$ cat src/rtl/dec_pkg.sv
// Shared definitions for the decryption-core stream loader: word and block
// geometry, the core timeout limit and the loader state encoding.
package dec_pkg;

  localparam int WORD_W    = 9;
  localparam int BLK_WORDS = 4;
  localparam int KEY_WORDS = 16;
  localparam int BLK_W     = WORD_W * BLK_WORDS;  // 36
  localparam int KEY_W     = WORD_W * KEY_WORDS;  // 144
  localparam int TIMEOUT   = 255;
  localparam int TMO_W     = 8;

  typedef enum logic [2:0] {
    ST_IDLE     = 3'd0,
    ST_LOAD_KEY = 3'd1,
    ST_LOAD_BLK = 3'd2,
    ST_RUN      = 3'd3,
    ST_HOLD_OUT = 3'd4
  } state_e;

  // States in which the loader takes words from the input stream.
  function automatic logic accepts_words(input state_e s);
    return (s == ST_IDLE) || (s == ST_LOAD_KEY) || (s == ST_LOAD_BLK);
  endfunction

endpackage

$ cat src/rtl/dec_stream_loader_word_packer.sv
// MSB-first word packer: the n-th pushed word lands in slot n counted from the
// top of data_o. last_o is the full flag seen from the write side: it is high
// while the next push completes the set, after which the count wraps to zero.
// clear_i rewinds the count but keeps the packed contents.
module word_packer #(
  parameter int WORD_W = 9,
  parameter int WORDS  = 4
) (
  input  logic                    clk,
  input  logic                    rst,
  input  logic                    clear_i,
  input  logic                    push_i,
  input  logic [WORD_W-1:0]       data_i,
  output logic [WORD_W*WORDS-1:0] data_o,
  output logic                    last_o
);

  localparam int CNT_W = (WORDS > 1) ? $clog2(WORDS) : 1;

  logic [CNT_W-1:0]        count_q, count_d;
  logic [WORD_W*WORDS-1:0] data_q, data_d;

  assign last_o = (count_q == CNT_W'(WORDS - 1));
  assign data_o = data_q;

  // Next count and next packed contents from clear/push.
  always_comb begin
    // NOTE: every output of this block gets a default first, so no path can leave a latch.
    count_d = count_q;
    data_d  = data_q;
    if (clear_i) begin
      count_d = '0;
    end else if (push_i) begin
      count_d = last_o ? '0 : count_q + CNT_W'(1);
      for (int i = 0; i < WORDS; i++) begin
        if (count_q == CNT_W'(i)) begin
          data_d[(WORDS-1-i)*WORD_W +: WORD_W] = data_i;
        end
      end
    end
  end

  // Count and packed data registers.
  always_ff @(posedge clk) begin
    // NOTE: sequential state is assigned with <= only, so every register samples pre-edge values.
    if (rst) begin
      count_q <= '0;
      // NOTE: the packed word store is cleared on reset because it drives key/blk outputs that must read zero.
      data_q  <= '0;
    end else begin
      count_q <= count_d;
      data_q  <= data_d;
    end
  end

endmodule

$ cat src/rtl/dec_stream_loader.sv
// Stream loader for the 36-bit decryption core: packs key and ciphertext
// words, drives the core start level, captures the result and hands it to a
// valid/ready consumer. Flags stream protocol violations and core timeouts.
module dec_stream_loader
  import dec_pkg::*;
(
  input  logic              clk,
  input  logic              rst,
  input  logic              in_valid,
  output logic              in_ready,
  input  logic [WORD_W-1:0] in_data,
  input  logic              in_is_key,
  output logic [KEY_W-1:0]  key,
  output logic              key_valid,
  output logic [BLK_W-1:0]  blk,
  output logic              start,
  input  logic              dec_done,
  input  logic [BLK_W-1:0]  dec_data,
  output logic              out_valid,
  input  logic              out_ready,
  output logic [BLK_W-1:0]  out_data,
  output logic              err_proto,
  output logic              err_tmo
);

  state_e           state_q, state_d;
  logic             key_valid_q, key_valid_d;
  logic [TMO_W-1:0] tmo_q, tmo_d;
  logic [BLK_W-1:0] out_data_q;
  logic             err_proto_q, err_proto_d;
  logic             err_tmo_q, err_tmo_d;

  logic xfer;
  logic done_ok;
  logic capture;
  logic key_push, key_clear, key_last;
  logic blk_push, blk_clear, blk_last;

  assign xfer    = in_valid && in_ready;
  // The first RUN cycle (count 0) ignores done left over from the previous block.
  assign done_ok = dec_done && (tmo_q != '0);

  word_packer #(.WORD_W(WORD_W), .WORDS(KEY_WORDS)) u_key_packer (
    .clk     (clk),
    .rst     (rst),
    .clear_i (key_clear),
    .push_i  (key_push),
    .data_i  (in_data),
    .data_o  (key),
    .last_o  (key_last)
  );

  word_packer #(.WORD_W(WORD_W), .WORDS(BLK_WORDS)) u_blk_packer (
    .clk     (clk),
    .rst     (rst),
    .clear_i (blk_clear),
    .push_i  (blk_push),
    .data_i  (in_data),
    .data_o  (blk),
    .last_o  (blk_last)
  );

  // Next-state, packer control, error pulses and timeout count.
  always_comb begin
    state_d     = state_q;
    key_valid_d = key_valid_q;
    err_proto_d = 1'b0;
    err_tmo_d   = 1'b0;
    capture     = 1'b0;
    key_push    = 1'b0;
    key_clear   = 1'b0;
    blk_push    = 1'b0;
    blk_clear   = 1'b0;
    tmo_d       = (state_q == ST_RUN) ? tmo_q + TMO_W'(1) : '0;

    case (state_q)
      ST_IDLE: begin
        if (xfer) begin
          if (in_is_key) begin
            key_push    = 1'b1;
            key_valid_d = 1'b0;
            state_d     = ST_LOAD_KEY;
          end else if (key_valid_q) begin
            blk_push = 1'b1;
            state_d  = ST_LOAD_BLK;
          end else begin
            err_proto_d = 1'b1;
          end
        end
      end
      ST_LOAD_KEY: begin
        if (xfer) begin
          if (in_is_key) begin
            key_push = 1'b1;
            if (key_last) begin
              key_valid_d = 1'b1;
              state_d     = ST_IDLE;
            end
          end else begin
            key_clear   = 1'b1;
            key_valid_d = 1'b0;
            err_proto_d = 1'b1;
            state_d     = ST_IDLE;
          end
        end
      end
      ST_LOAD_BLK: begin
        if (xfer) begin
          if (!in_is_key) begin
            blk_push = 1'b1;
            if (blk_last) begin
              state_d = ST_RUN;
            end
          end else begin
            blk_clear   = 1'b1;
            err_proto_d = 1'b1;
            state_d     = ST_IDLE;
          end
        end
      end
      ST_RUN: begin
        // Done takes priority over a timeout in the same cycle.
        if (done_ok) begin
          capture = 1'b1;
          state_d = ST_HOLD_OUT;
        end else if (tmo_q == TMO_W'(TIMEOUT)) begin
          err_tmo_d = 1'b1;
          state_d   = ST_IDLE;
        end
      end
      ST_HOLD_OUT: begin
        if (out_ready) begin
          state_d = ST_IDLE;
        end
      end
      default: begin
        state_d = ST_IDLE;
      end
    endcase
  end

  // State, key status, timeout counter, result and error registers.
  always_ff @(posedge clk) begin
    if (rst) begin
      state_q     <= ST_IDLE;
      key_valid_q <= 1'b0;
      tmo_q       <= '0;
      out_data_q  <= '0;
      err_proto_q <= 1'b0;
      err_tmo_q   <= 1'b0;
    end else begin
      state_q     <= state_d;
      key_valid_q <= key_valid_d;
      tmo_q       <= tmo_d;
      err_proto_q <= err_proto_d;
      err_tmo_q   <= err_tmo_d;
      if (capture) begin
        out_data_q <= dec_data;
      end
    end
  end

  assign in_ready  = !rst && accepts_words(state_q);
  assign start     = (state_q == ST_RUN);
  assign out_valid = (state_q == ST_HOLD_OUT);
  assign key_valid = key_valid_q;
  assign out_data  = out_data_q;
  assign err_proto = err_proto_q;
  assign err_tmo   = err_tmo_q;

endmodule

$ cat config.mk
export PLATFORM = sky130hd
export DESIGN_NAME = dec_stream_loader
export DESIGN_NICKNAME = d
export VERILOG_FILES = /design/src/rtl/dec_pkg.sv /design/src/rtl/dec_stream_loader_word_packer.sv /design/src/rtl/dec_stream_loader.sv
export SDC_FILE = /design/constraint.sdc
export NUM_CORES = 1
export LEC_CHECK = 0
export ABC_CLOCK_PERIOD_IN_PS = 8200
export CORE_UTILIZATION = 52
export DETAILED_ROUTE_END_ITERATION = 10
export PLACE_DENSITY = 0.86
export SLEW_MARGIN = 20
export SYNTH_ARGS = -nofsm -noshare
export SYNTH_HDL_FRONTEND = slang
export SYNTH_HIERARCHICAL = 1
export SYNTH_SLANG_ARGS = --single-unit
$ cat constraint.sdc
create_clock -name clk -period 8.2 [get_ports clk]
set_input_delay 1.64 -clock clk [delete_from_list [all_inputs] [get_ports clk]]
set_output_delay 1.64 -clock clk [all_outputs]
set_load 0.02 [all_outputs]
==> results.py, run 1 <==
metrics = {
    "synth": {
        "synth-async-reset-ratio_pct": 0,
        "mappedNetlistArea_um2": 9620,
        "number_of_nets_in_the_synthesized_netlist": 957,
        "compound_gate_portion_of_the_synthesized_area_pct": 1.54,
        "synthesized_netlist_cell_count": 895,
        "yosys.area_share.xor_xnor_pct": 0.638,
        "synth-edff-count": 0,
        "synthSimpleGateAreaFrac_pct": 19.1,
        "synth_warnings": 6,
        "synth.ff_latch_count": 236,
        "ys_seq_area_share_pct": 49.1,
        "synth_top_family_by_area": "multiplexers",
        "synthDistinctLibCells": 44,
        "synth_ff_type": "dfxtp_1",
        "yosys-mux-area-fraction_pct": 22.9,
        "synthesized_area_per_cell_um2": 10.7,
        "synth-adder-area-share_pct": 1.43,
    },
    "timing": {
        "hold_viol_final": 0,
        "rsz0062_at_grt": "no",
        "final.period_utilization_pct": 55.7,
        "worst_slew_margin_rel_pct": 33.1,
        "holdWs_ns": 0.460,
        "fin_tns_setup_ns": 0,
        "finalCriticalPeriod_ns": 4.57,
        "setup_violations": 0,
        "timing_max_transition_violations_final": 0,
        "timing.clock.skew_ns": 0.0147,
        "max_freq_mhz": 219,
        "tightestPinTransition_ns": 1.00,
    },
    "global_routing": {
        "grt_first_pass_wirelength_mm": 35.7,
        "grt_remaining_overflow": 0,
        "globalRouteTotalUtil_pct": 24.1,
        "grt_max_degree": 91,
        "antenna_found_initial": 0,
        "vias_in_the_first_global_route": 6744,
    },
    "power": {
        "switchingPower_mw": 0.505,
        "share_clk_of_total_power_pct": 48.2,
        "static-leakage-power_nw": 5.93,
        "ir_drop_mv": 0.163,
        "pwr_density_cell_nw_per_um2": 185,
        "p_int_mw": 1.91,
        "p_sw_share_pct": 20.9,
        "comb_power_share_pct": 4.0,
        "report.power.total_mw": 2.41,
        "share_seq_of_total_power_pct": 47.8,
    },
    "critical_path": {
        "critical_path_peak_fanout": 81,
        "crit_path_start": "rst",
        "cpMaxStageDelayCell": "clkdlybuf4s50_1",
        "worst_path_largest_cell_delay_ns": 0.67,
        "timing.setup.critical_path_class": "input pin to output pin",
        "critPathLaunchType": "input pin",
        "critical_path_required_ns": 6.56,
        "r2r_setup_slack_ns": 4.96,
        "crit_path_cell_trace": "buf_4, a211oi_1, clkdlybuf4s50_1",
        "worst_ep_arrival_time_ns": 2.93,
        "worst_flop_to_flop_path_startpoint": "state_q[2]$_SDFFE_PP0P_",
        "end_kind": "output pin",
    },
    "cts": {
        "cts_buffers": 25,
        "clk_pin_slew_ns": 0.06,
        "post_cts_buffers": 0,
        "hold_buffers": 0,
        "postCtsResizedCells": 0,
        "cts.path.max_buffers": 3,
        "h-tree-depth": 1,
        "worst_skew_pair.late_latency_ns": 0.52,
        "cts.sink_count": 236,
        "tritoncts": "done",
        "clk_root_buffer_cell": "clkbuf_16",
    },
    "flow_run": {
        "max_cap_viol_count": 0,
    },
    "run_status": {
        "status": "completed",
    },
    "min_path": {
        "hold_path_startpoint": "tmo_q[0]$_SDFF_PP0_",
        "hp-class": "flip-flop to flip-flop",
    },
    "die": {
        "die_w_um": 138,
        "row_count": 49,
        "initial_core_utilization_pct": 53.4,
        "die_height_um": 138,
        "area_of_the_die_um2": 19000,
        "ios": 273,
        "core-area_um2": 18000,
    },
    "place": {
        "post-dp-hpwl_mm": 16.0,
        "place.gp.congestion": 0.760,
        "placement.io_buffers": 272,
        "dpl_cell_area_um2": 12200,
    },
    "route": {
        "num_vias": 6964,
        "drcViolationCount": 0,
        "drt-vias-per-instance": 5.11,
        "detail-route-antenna-nets": 0,
        "finalWirelength_mm": 23.5,
        "routed_wire_length_per_instance_um": 17.3,
        "detailedRoute.firstIterationViolations": 335,
        "dr.pass1.iters": 4,
    },
    "final_layout": {
        "multi_input_comb_area_um2": 4390,
        "n_antenna_cell": 0,
        "final_common_cell": "clkdlybuf4s50_1",
        "syn_to_final_growth_pct": 35.6,
        "layout-drive-gt1-share_pct": 4.59,
        "finalNetCount": 1180,
        "fillers": 1334,
        "layout.cells.most_common_list": "271 x clkdlybuf4s50_1, 236 x dfxtp_1, 218 x mux2i_1",
        "finalInstanceArea_um2": 13000,
        "area.sequential_um2": 4720,
    },
}
==> worst paths after layout <==
check	depth (start not counted)	to
max	3	in_ready
min	1	tmo_q[0]$_SDFF_PP0_
max reg2reg	5	u_key_packer/data_o[139]$_SDFFE_PP0P_
min reg2reg	1	tmo_q[0]$_SDFF_PP0_
==> cells by family after synthesis <==
| group | Yosys count |
|---|---|
| compound gates | 19 |
| mux | 220 |
| flops | 236 |
| xor+xnor | 7 |
| fa+ha+maj | 11 |
| simple gates | 314 |
| buf+inv | 88 |
==> flip-flops by register name (all words and copies together), names as in the netlist <==
name                  flops
out_data                 36
err_proto                 1
key_valid                 1
u_blk_packer/data_o      36
u_key_packer/count_q      4
u_key_packer/data_o     144
u_blk_packer/count_q      2
tmo_q                     8
state_q                   3
err_tmo                   1
==> layer usage <==
layer | global-route usage (%) | share of wire [%] | up-vias | routed length, µm
li1 | - | - | 3412 | -
met2 | 40.7 | 48 | 201 | 11400
met3 | 4.82 | 6.5 | 34 | 1540
met1 | 31.1 | 43 | 3317 | 10200
met5 | 0 | 0 | - | 0
met4 | 6.46 | 1.9 | 0 | 448
==> stage by stage <==
stage	std cells	worst slack (ns)	util, %
after global routing	1363	3.48	72.3
after CTS	1363	3.65	72.3
final	1363	3.63	72.3
after global placement	1320	3.35	67.6
after detailed placement	1320	3.30	67.6
after floorplan	895	4.04	-
==> cells in the mapped netlist, types with 2 or more instances <==
cell      instances  area, µm²
inv_1             9       33.8
xor2_1            3       26.3
nor3_1            4       20.0
buf_4            19        143
nand2_1           3       11.3
nor4_1            2       12.5
clkbuf_1         37        139
nor2b_1           5       31.3
and3b_1           4       35.0
mux2_2            2       22.5
a211oi_1          2       15.0
a21oi_1           5       25.0
nor2_1           50        188
and3_1            4       25.0
nor3b_1           3       22.5
buf_2            17       85.1
mux2i_1         218       2180
ha_1             11        138
buf_12            4       80.1
o21ai_0           4       20.0
nand3b_1          5       37.5
nand3_1          21        105
dfxtp_1         236       4720
or3_1             2       12.5
buf_6             2       22.5
xnor2_1           4       35.0
nand2b_1        202       1260
==> worst max-delay path: cells and delay by family <==
kind,cells,cell delay (ns)
buf+inv,2,0.97
compound gates,1,0.26
==> final cells by class <==
class,instances,share of cell area (%)
clock buffers,35,5.55
clock inverters,8,1.06
inverters,9,0.259
multi-input cells,571,33.7
flip-flops and latches,236,36.2
well taps,229,2.20
repair buffers,275,21.0
==> power by group through the flow <==
stage / Combinational, mW / Clock, mW / Sequential [mW]
floorplan: 0.0525 / 0 / 1.18
global placement: 0.0967 / 0 / 1.18
detailed placement: 0.0967 / 0 / 1.18
CTS: 0.0974 / 1.18 / 1.15
global route: 0.103 / 1.23 / 1.15
finish: 0.0967 / 1.16 / 1.15
Note: power is estimated with default switching activity, not from simulation.
==> inputs of run 2 (changes only) <==
--- a/config.mk
+++ b/config.mk
@@ -5,10 +5,10 @@
 export SDC_FILE = /design/constraint.sdc
 export NUM_CORES = 1
 export LEC_CHECK = 0
-export ABC_CLOCK_PERIOD_IN_PS = 8200
-export CORE_UTILIZATION = 52
+export ABC_CLOCK_PERIOD_IN_PS = 4200
+export CORE_UTILIZATION = 43
 export DETAILED_ROUTE_END_ITERATION = 10
-export PLACE_DENSITY = 0.86
+export PLACE_DENSITY = 0.76
 export SLEW_MARGIN = 20
 export SYNTH_ARGS = -nofsm -noshare
 export SYNTH_HDL_FRONTEND = slang
==> constraint.sdc (replaced) <==
create_clock -name clk -period 4.2 [get_ports clk]
set_input_delay 0.84 -clock clk [delete_from_list [all_inputs] [get_ports clk]]
set_output_delay 0.84 -clock clk [all_outputs]
set_load 0.02 [all_outputs]
==> run 2 against run 1 <==
  * Clock power up 100%
  * Routed wire length up 3.7%
  * Sequential power up 96%
  * Via count decreased by 0.98%
  * Die area is 21% higher
  * Total power rose by 100%
  * Sequential share of layout area decreased by 0.45 points
  * Clock-buffer cell count grew 3
  * First-iteration DRC count decreased by 24%
  * Flip-flop and latch count did not move
==> results.py, run 2 (synthesis results as in run 1) <==
metrics = {
    "run_status": {
        "status": "completed",
    },
    "cts": {
        "cts.sink_count": 236,
        "cts.path.max_buffers": 3,
        "h-tree-depth": 1,
        "postCtsResizedCells": 0,
        "worst_skew_pair.late_latency_ns": 0.52,
        "post_cts_buffers": 0,
        "tritoncts": "done",
        "cts_buffers": 26,
        "hold_buffers": 0,
        "clk_pin_slew_ns": 0.06,
        "clk_root_buffer_cell": "clkbuf_16",
    },
    "power": {
        "share_seq_of_total_power_pct": 46.7,
        "p_sw_share_pct": 20.7,
        "comb_power_share_pct": 4.1,
        "switchingPower_mw": 0.995,
        "ir_drop_mv": 0.287,
        "p_int_mw": 3.82,
        "share_clk_of_total_power_pct": 49.2,
        "pwr_density_cell_nw_per_um2": 365,
        "static-leakage-power_nw": 5.99,
    },
    "final_layout": {
        "finalInstanceArea_um2": 13200,
        "post-route-util_pct": 60.3,
        "finalNetCount": 1187,
        "final_common_cell": "clkdlybuf4s50_1",
        "layout.cells.most_common_list": "271 x clkdlybuf4s50_1, 236 x dfxtp_1, 218 x mux2i_1",
        "layout-drive-gt1-share_pct": 5.42,
        "syn_to_final_growth_pct": 37.3,
        "largest_reg_flops": 144,
        "n_antenna_cell": 0,
        "fillers": 1861,
    },
    "place": {
        "dpl_cell_area_um2": 12300,
        "placement.io_buffers": 272,
        "post-dp-hpwl_mm": 16.4,
        "place.gp.congestion": 0.770,
    },
    "critical_path": {
        "critical_path_peak_fanout": 9,
        "r2r_setup_slack_ns": 1.23,
        "crit_path_cell_trace": "clkdlybuf4s50_1, or3b_2, nor3b_1, buf_4, nor2b_1, nand3_1, mux2i_1",
        "buffers_and_inverters_on_the_worst_path": 2,
        "critPathLaunchType": "input pin",
        "critical_path_required_ns": 4.55,
        "worst_flop_to_flop_path_startpoint": "state_q[2]$_SDFFE_PP0P_",
        "worst_ep_arrival_time_ns": 3.71,
        "crit_path_start": "in_valid",
        "worst_path_largest_cell_delay_ns": 0.65,
        "timing.setup.critical_path_class": "input pin to flip-flop",
        "critical_path.top_delay_family": "simple AND/OR/NAND/NOR gates",
        "end_kind": "flip-flop",
        "cpMaxStageDelayCell": "nand3_1",
    },
    "die": {
        "area_of_the_die_um2": 23000,
        "ios": 273,
        "die_w_um": 152,
        "die_height_um": 152,
        "row_count": 54,
        "core-area_um2": 21900,
        "initial_core_utilization_pct": 43.9,
    },
    "timing": {
        "rsz0062_at_grt": "no",
        "tightestPinTransition_ns": 1.00,
        "hold_viol_final": 0,
        "worst_slew_margin_rel_pct": 33.1,
        "timing_max_transition_violations_final": 0,
        "finalCriticalPeriod_ns": 3.36,
        "max_freq_mhz": 298,
        "timing.clock.skew_ns": 0.0204,
        "holdWs_ns": 0.466,
        "fin_tns_setup_ns": 0,
        "final.period_utilization_pct": 79.9,
        "setup_violations": 0,
    },
    "min_path": {
        "hold_path_startpoint": "tmo_q[0]$_SDFF_PP0_",
        "hp-class": "flip-flop to flip-flop",
    },
    "global_routing": {
        "grt_max_degree": 112,
        "antenna_found_initial": 0,
        "vias_in_the_first_global_route": 6599,
        "grt_remaining_overflow": 0,
        "globalRouteTotalUtil_pct": 20.4,
        "grt_first_pass_wirelength_mm": 36.5,
    },
    "route": {
        "dr.pass1.iters": 4,
        "routed_wire_length_per_instance_um": 17.1,
        "finalWirelength_mm": 24.4,
        "drcViolationCount": 0,
        "detail-route-antenna-nets": 0,
        "drt-vias-per-instance": 4.84,
        "num_vias": 6896,
        "detailedRoute.firstIterationViolations": 255,
    },
    "flow_run": {
        "max_cap_viol_count": 0,
    },
}
[run 2: changes by cell type in the layout (fill, tap and decap cells not counted), moves of 2 or more]
cell	change
buf_4	+5
clkbuf_16	+2
clkinv_2	+2
clkinv_4	-2
clkinvlp_4	+2
[run 2: power by group through the flow]
stage / clock network (mW) / logic, mW / registers [mW]
CTS: 2.43 / 0.198 / 2.25
floorplan: 0 / 0.102 / 2.30
global route: 2.53 / 0.208 / 2.25
detailed placement: 0 / 0.197 / 2.30
finish: 2.37 / 0.196 / 2.25
global placement: 0 / 0.197 / 2.30
[run 2: per-layer routing]
metal | part of all wire [%] | track usage [%]
met4 | 2.1 | 5.59
met5 | 0 | 0
met3 | 5.1 | 4.13
met1 | 46 | 27.1
met2 | 47 | 33.7
[run 2: final cells by class]
| type | instances | area [µm²] | share of cell area (%) |
|---|---|---|---|
| Multi-Input combinational cell | 571 | 4390 | 33.2 |
| Timing Repair Buffer | 281 | 2790 | 21.1 |
| Sequential cell | 236 | 4720 | 35.8 |
| Clock buffer | 38 | 787 | 5.96 |
| Clock inverter | 9 | 125 | 0.948 |
| Tap cell | 280 | 350 | 2.65 |
| Inverter | 9 | 33.8 | 0.256 |
[run 2: worst paths after layout]
kind                                                              to  cells past startpoint
worst max-delay path            u_key_packer/data_o[86]$_SDFFE_PP0P_                      7
worst min-delay path                             tmo_q[0]$_SDFF_PP0_                      1
worst max register to register  u_key_packer/data_o[86]$_SDFFE_PP0P_                      6
worst min register to register                   tmo_q[0]$_SDFF_PP0_                      1
[run 2: metrics by stage]
| stage | std cells | power (mW) | setup WS, ns |
|---|---|---|---|
| final | 1424 | 4.81 | 0.845 |
| after global routing | 1424 | 4.99 | 0.598 |
| after CTS | 1424 | 4.88 | 0.933 |
| after detailed placement | 1377 | 2.50 | 0.393 |
| after global placement | 1377 | 2.50 | 0.371 |
| after floorplan | 895 | 2.40 | 1.20 |
[run 2: worst reg2reg max path: cells and delay by family (launching register included)]
family | cells | cell delay (ns)
simple gates | 4 | 2.01
flops | 1 | 0.37
mux | 1 | 0.26
buf+inv | 1 | 0.18
